### src/rtl/run_pattern_gen_if.sv
// Request/serial-output bundle between test/control logic and the run pattern generator.
// The master side issues run requests; the slave side (the generator) drives the stream.
interface run_pattern_gen_if #(
    parameter int LEN_W = 4
);
    logic             start_i;
    logic [LEN_W-1:0] len_i;
    logic             abort_i;
    logic             ready_o;
    logic             x_o;
    logic             busy_o;
    logic             done_o;

    modport master (
        output start_i, len_i, abort_i,
        input  ready_o, x_o, busy_o, done_o
    );

    modport slave (
        input  start_i, len_i, abort_i,
        output ready_o, x_o, busy_o, done_o
    );
endinterface

### src/rtl/run_pattern_gen.sv
// Serial run-length transmitter: on request emits len consecutive 1s on x_o,
// then GAP_CYC 0s, pulsing done_o in the last gap cycle.
//
// state | meaning
// IDLE  | waiting for start_i with nonzero len_i; ready_o=1
// ONES  | driving x_o=1, run counter counts the latched length down
// GAP   | driving x_o=0 for GAP_CYC cycles; done_o in the final one
module run_pattern_gen #(
    parameter int LEN_W   = 4,
    parameter int GAP_CYC = 1
) (
    input  logic              clk,
    input  logic              rst_n,
    run_pattern_gen_if.slave  bus
);
    // Extra headroom so the gap counter can always hold GAP_CYC and compare against 2.
    localparam int GW = $clog2(GAP_CYC + 2);
    localparam logic [GW-1:0]    GAP_LOAD      = GW'(GAP_CYC);
    localparam logic [GW-1:0]    GAP_ONE       = GW'(1);
    localparam logic [GW-1:0]    GAP_TWO       = GW'(2);
    localparam logic [LEN_W-1:0] RUN_ONE       = LEN_W'(1);
    localparam logic             LAST_ON_ENTRY = (GAP_CYC == 1);

    typedef enum logic [1:0] {
        IDLE = 2'b00,
        ONES = 2'b01,
        GAP  = 2'b10
    } state_t;

    state_t           state;
    logic [LEN_W-1:0] run_cnt;
    logic [GW-1:0]    gap_cnt;
    logic             x_q;
    logic             busy_q;
    logic             ready_q;
    logic             done_q;

    always_ff @(posedge clk or negedge rst_n) begin
        if (!rst_n) begin
            state   <= IDLE;
            run_cnt <= '0;
            gap_cnt <= '0;
            x_q     <= 1'b0;
            busy_q  <= 1'b0;
            ready_q <= 1'b1;
            done_q  <= 1'b0;
        end else begin
            done_q <= 1'b0;
            case (state)
                IDLE: begin
                    if (bus.start_i && (bus.len_i != '0)) begin
                        state   <= ONES;
                        run_cnt <= bus.len_i;
                        x_q     <= 1'b1;
                        busy_q  <= 1'b1;
                        ready_q <= 1'b0;
                    end
                end
                ONES: begin
                    // The counter holds the number of 1s still owed including the current one.
                    if (bus.abort_i || (run_cnt == RUN_ONE)) begin
                        state   <= GAP;
                        run_cnt <= '0;
                        gap_cnt <= GAP_LOAD;
                        x_q     <= 1'b0;
                        done_q  <= LAST_ON_ENTRY;
                    end else begin
                        run_cnt <= run_cnt - RUN_ONE;
                    end
                end
                GAP: begin
                    if (gap_cnt <= GAP_ONE) begin
                        state   <= IDLE;
                        gap_cnt <= '0;
                        busy_q  <= 1'b0;
                        ready_q <= 1'b1;
                    end else begin
                        gap_cnt <= gap_cnt - GAP_ONE;
                        done_q  <= (gap_cnt == GAP_TWO);
                    end
                end
                default: begin
                    state   <= IDLE;
                    run_cnt <= '0;
                    gap_cnt <= '0;
                    x_q     <= 1'b0;
                    busy_q  <= 1'b0;
                    ready_q <= 1'b1;
                end
            endcase
        end
    end

    assign bus.x_o     = x_q;
    assign bus.busy_o  = busy_q;
    assign bus.ready_o = ready_q;
    assign bus.done_o  = done_q;
endmodule

### src/flat_wrapper.sv
// flat-port wrapper written by rule: the top's interface ports become plain ports
module run_pattern_gen_flat 
#(
    parameter int LEN_W   = 4,
    parameter int GAP_CYC = 1
)
  (clk, rst_n, bus_start_i, bus_len_i, bus_abort_i, bus_ready_o, bus_x_o, bus_busy_o, bus_done_o);
  run_pattern_gen_if #(.LEN_W(LEN_W)) bus_i ();
  input  logic clk;
  input  logic rst_n;
  input wire logic [$bits(bus_i.start_i)-1:0] bus_start_i;
  input wire logic [$bits(bus_i.len_i)-1:0] bus_len_i;
  input wire logic [$bits(bus_i.abort_i)-1:0] bus_abort_i;
  output wire logic [$bits(bus_i.ready_o)-1:0] bus_ready_o;
  output wire logic [$bits(bus_i.x_o)-1:0] bus_x_o;
  output wire logic [$bits(bus_i.busy_o)-1:0] bus_busy_o;
  output wire logic [$bits(bus_i.done_o)-1:0] bus_done_o;
  assign bus_i.start_i = bus_start_i;
  assign bus_i.len_i = bus_len_i;
  assign bus_i.abort_i = bus_abort_i;
  assign bus_ready_o = bus_i.ready_o;
  assign bus_x_o = bus_i.x_o;
  assign bus_busy_o = bus_i.busy_o;
  assign bus_done_o = bus_i.done_o;
  run_pattern_gen #(.LEN_W(LEN_W), .GAP_CYC(GAP_CYC)) u_core (.clk(clk), .rst_n(rst_n), .bus(bus_i));
endmodule
### config.mk
export PLATFORM = sky130hd
export DESIGN_NAME = run_pattern_gen_flat
export DESIGN_NICKNAME = d
export VERILOG_FILES = /design/src/rtl/run_pattern_gen_if.sv /design/src/rtl/run_pattern_gen.sv /design/src/flat_wrapper.sv
export SDC_FILE = /design/constraint.sdc
export NUM_CORES = 1
export LEC_CHECK = 0
export CAP_MARGIN = 20
export CORE_UTILIZATION = 60
export CTS_CLUSTER_SIZE = 10
export DETAILED_ROUTE_END_ITERATION = 8
export DONT_BUFFER_PORTS = 1
export GPL_ROUTABILITY_DRIVEN = 0
export GPL_TIMING_DRIVEN = 0
export PLACE_DENSITY = 0.76
export SLEW_MARGIN = 30
export SYNTH_ARGS = -nofsm -noshare
export SYNTH_HDL_FRONTEND = slang
export SYNTH_SLANG_ARGS = --single-unit
### constraint.sdc
create_clock -name clk -period 2.5 [get_ports clk]
set_clock_uncertainty 0.1 [all_clocks]
set_input_delay 0.25 -clock clk [delete_from_list [all_inputs] [get_ports clk]]
set_output_delay 0.25 -clock clk [all_outputs]
set_load 0.1 [all_outputs]
; ---- Word-level counts from Yosys, hierarchy flattened
; Index checks and enable logic that the tools add are counted.
[word_totals]
wordCells = 50
input_bits = 8
reg_bits = 12
[op_classes]
bitwise_logic = 3
reduce_logical = 9
mux = 21
order_cmp = 1
add_sub_neg = 2
n_eq_ne = 7
[ops]
columns = operator, n
row1 = $pmux 2 s3, 2
row2 = $pmux 4 s3, 1
row3 = $mux 2, 5
row4 = $pmux 1 s3, 3
row5 = $reduce_and 3->1, 3
row6 = $mux 4, 2
row7 = $mux 1, 7
row8 = $ne 2x1->1 const B, 3
row9 = $eq 2x2->1 const B, 2
row10 = $eq 4x1->1 const B, 1
row11 = $reduce_and 2->1, 2
row12 = $reduce_bool 4->1, 1
row13 = $sub 4x1->4 const B, 1
row14 = $not 1->1, 3
row15 = $eq 2x1->1 const B, 1
row16 = $le 2x1->1 const B, 1
row17 = $logic_not 2->1, 1
row18 = $pmux 1 s2, 1
row19 = $sub 2x1->2 const B, 1
row20 = $logic_and 1x1->1, 1
row21 = $logic_or 1x1->1, 1

; ---- Logic depth before layout (Yosys ltp)
[logic_depth]
word_depth = 4
depth_mapped = 6
mapped_depth_nobuf = 6

; ---- Worst setup path after synthesis
; Ideal clock, no wire load.
[synth_path]
path_type = flip-flop to flip-flop
startpoint = register u_core.state[1]
endpoint = register u_core.run_cnt[3]
arrival_ns = 1.554
setup_slack_ns = 0.779
stages_incl_launch_ff = 7
period_less_slack_ns = 1.721
required_ns = 2.333
setup_time_ns = 0.067
cell_sequence = dfrtp_1 > inv_1 > ha_1 > inv_2 > or3_4 > o31ai_2 > a22o_1
[synth_between]
elab_chain_cells = 3
elab_cells_between_ends = 7
classes_between = 3 x eq/ne / 1 x mux / 1 x bitwise / 2 x reduce/logical
[synth_lines]
columns = element, line
row1 = "start, declared", run_pattern_gen.sv:30  ; state_t state;
row2 = "start signal, assigned", run_pattern_gen.sv:40  ; state <= IDLE;
row3 = "start signal, assigned", run_pattern_gen.sv:52  ; state <= ONES;
row4 = "start signal, assigned", run_pattern_gen.sv:62  ; state <= GAP;
row5 = $logic_not 2->1 or $eq 2x2->1 (tied branches), run_pattern_gen.sv:49  ; case (state)
row6 = $ne 2x1->1 (no source line) or $not 1->1 (tied branches), --
row7 = $reduce_and 2->1 (no source line), --
row8 = "end signal, assigned", run_pattern_gen.sv:53  ; run_cnt <= bus.len_i;
row9 = "end signal, assigned", run_pattern_gen.sv:68  ; run_cnt <= run_cnt - RUN_ONE;
row10 = "end, declared", run_pattern_gen.sv:31  ; logic [LEN_W-1:0] run_cnt;
; Parallel ways exist; a longest one is shown, timed or not.
; A chain may end at the register's enable or synchronous reset.

; ---- Worst setup path in the final report
[layout_path]
startpoint = register u_core.run_cnt[1]
endpoint = register u_core.state[0]
[layout_between]
elab_chain_cells = 4
[layout_lines]
columns = element, line
row1 = $eq 4x1->1, run_pattern_gen.sv:61  ; if (bus.abort_i || (run_cnt == RUN_ONE)) begin
row2 = $logic_or 1x1->1, run_pattern_gen.sv:61
row3 = $ne 2x1->1 (no source line), --
row4 = $reduce_and 3->1 (no source line), --
row5 = "end signal, assigned", run_pattern_gen.sv:62
row6 = "end signal, assigned", run_pattern_gen.sv:73  ; state <= IDLE;
row7 = "end signal, assigned", run_pattern_gen.sv:83  ; state <= IDLE;
; Every way passes these cells.

==> flow_metrics.tcl <==
set metrics [dict create \
    fin_crit_sh_pct 75.1 \
    power_leakage_uw 0.000406 \
    ys_top_cells_by_area "dfrtp_1 (34%), ha_1 (11%), o41ai_4 (3.4%)" \
    use_met2_pct 35.8 \
    ys_ff_latch 12 \
    num_rows 12 \
    post_synth_most_frequent_cells "dfrtp_1 (11), ha_1 (7), inv_1 (7)" \
    grt_use_total_pct 23.7 \
    synth.net_count 85 \
    clkTransAtPathRegs_ps 70 \
    ant_nets 0 \
    grt_pass1_wl_mm 2.23 \
    num_vias 545 \
    core-area_um2 1170 \
    hpwl_mm 1.08 \
    startpoint_type "flop" \
    firstDrtPassIters 4 \
    slew-limit-headroom_pct 40.3 \
    num-nets-final 91 \
    diodes 0 \
    numCtsBuffers 3 \
    cts_root_buffer "clkbuf_4" \
    initial_core_util_pct 68.3 \
    arrival_ps 1940 \
    crit_fanout 7 \
    fin_crit_ps 1880 \
    clockBufferDepth 2 \
    gr-usage-met1_pct 29.4 \
    drc_errors 0 \
    rrSetupSlack_ps 620 \
    cts_tree "yes" \
    peakVddDrop_mv 0.845 \
    avgSynthCellArea_um2 11.4 \
    grt_overflow 0 \
    finalHoldViolations 0 \
    max_cap_viol_count 0 \
    status "completed" \
    synth_edf_count 0 \
    ys_seq_area_share_pct 37.7 \
    seqCellArea_um2 302 \
    fmax_ghz 0.533 \
    final_design_area_no_fill_um2 863 \
    final_max_slew_viol_count 0 \
    syn_to_final_growth_pct 7.98 \
    synth_cell_types 39 \
    yosys.area.top_type "dfrtp_1" \
    drive_above_1_share_pct 26.7 \
    hold_path.class "primary input to flop" \
    vias_per_cell 6.12 \
    setup-tns-final_ps 0 \
    port_buffers 0 \
    io_pins 12 \
    async_reset_ff_share_pct 100 \
    power_density_nw_per_um2 1480 \
    hold_depth 2 \
    h-tree-depth 1 \
    fillers 93 \
    synth_top_flop_cell "dfrtp_1" \
    crit_type "flop to flop" \
    cts.sinks 12 \
    drt-initial-drc-count 4 \
    die_h_um 38.5 \
    syn_inst 70 \
    synth_area_um2 800 \
    r2r_cells 6 \
    wl_per_cell_um 15.8 \
    grt_pass1_vias 532 \
    critPathCaptureType "flop" \
    dieArea_um2 1480 \
    clk_latency_ps 270 \
    pre_cts_slack_ps 621 \
    r2r_start "u_core.run_cnt[1]" \
    setup_viol 0 \
    die_w_um 38.5 \
    synth_warnings 0 \
    synth_top_area_share_pct 34.4 \
    reg2reg_to "u_core.state[0]" \
    hold_start "bus_len_i[2]" \
    tightest_slew_ps 895 \
    antenna_found_initial 0 \
    grtUsageMet3_pct 5.81 \
    setup_ws_ps 622 \
    grt_max_degree 13 \
    drt_wl_total_mm 1.41 \
    postLayoutCoreUtil_pct 73.7 \
    post_cts_buffers 0 \
    multiInputGateArea_um2 455 \
    placed_cell_area_um2 817 \
    yosysMostFrequentCell "dfrtp_1" \
    grt_busiest_layer "met2" \
    hold_end "u_core.run_cnt[2]" \
    rsz0062_at_grt "false" \
    critPathRequiredTime_ps 2560 \
]
## power by group
part | total [uW] | internal, uW | switching, uW
Combinational | 587 | 280 | 307
Sequential | 538 | 274 | 264
Clock | 152 | 88.5 | 63.9
Total | 1280 | 643 | 635
## critical path: stages (launching register included)
cell and delay, ps:
dfrtp_1 390, inv_1 90, ha_1 150, nor3b_4 280
nor3_4 110, a211oi_2 270, mux2_2 370
## final cells by class
cell class,instances,area share (%)
inverter,8,3.48
timing repair buffer,1,1.16
buffer,1,1.45
clock buffer,4,4.20
multi-input combinational,49,52.8
tap,14,2.03
sequential,12,34.9
## through the flow
| stage | hold WS, ps | total power (uW) | instances |
|---|---|---|---|
| global placement | -145 | 1100 | 84 |
| floorplan | -146 | 1020 | 70 |
| detailed placement | -145 | 1120 | 84 |
| global route | 116 | 1360 | 89 |
| CTS | 99.3 | 1280 | 89 |
| finish | 102 | 1280 | 89 |
## cell usage in the layout (no fill, tap or decap), drive strengths merged, types with 2 or more instances in the layout
master | synthesis | final
dfrtp | 11 | 11
inv | 8 | 8
ha | 7 | 7
nand2 | 4 | 4
clkbuf | 0 | 4
o21ai | 4 | 4
nor2 | 3 | 3
a22o | 3 | 3
mux2 | 3 | 3
nor4 | 2 | 2
o32ai | 2 | 2
a21o | 2 | 2
nor3 | 2 | 2
o31ai | 2 | 2
## worst max-delay path by stage
stage	slack, ps	endpoint	cells past startpoint	from
floorplan	780	u_core.run_cnt[3]	6	u_core.state[1]
global placement	650	u_core.state[0]	6	u_core.state[1]
detailed placement	620	u_core.state[0]	6	u_core.run_cnt[1]
CTS	610	u_core.state[0]	6	u_core.run_cnt[1]
global route	490	u_core.run_cnt[2]	6	u_core.state[1]
finish	620	u_core.state[0]	6	u_core.run_cnt[1]
## sequential cells by signal (all words and copies together) (netlist names)
signal / count
u_core.bus.ready_o: 1
u_core.bus.x_o: 1
u_core.bus.done_o: 1
u_core.gap_cnt: 2
u_core.bus.busy_o: 1
u_core.run_cnt: 4
u_core.state: 2
## timing repair
action	4_1_cts	5_1_grt
resized for setup	0	0
endpoints found under the hold margin	12	0
hold buffers	1	0
## metal layers
metal | wire, um | up-vias
li1 | - | 271
met1 | 656 | 259
met2 | 640 | 11
met3 | 72 | 4
met4 | 36 | 0
met5 | 0 | -
## cell families after synthesis
kind of cell,after synthesis,share of synthesized area (%)
flip-flops,12,37.7
AO/OA/AOI/OAI,21,25.8
adder cells (fa/ha/maj),7,11.0
multiplexers,3,4.69
AND/OR/NAND/NOR,18,15.5
buffers and inverters,9,5.32
Note: power is estimated with default switching activity, not from simulation.
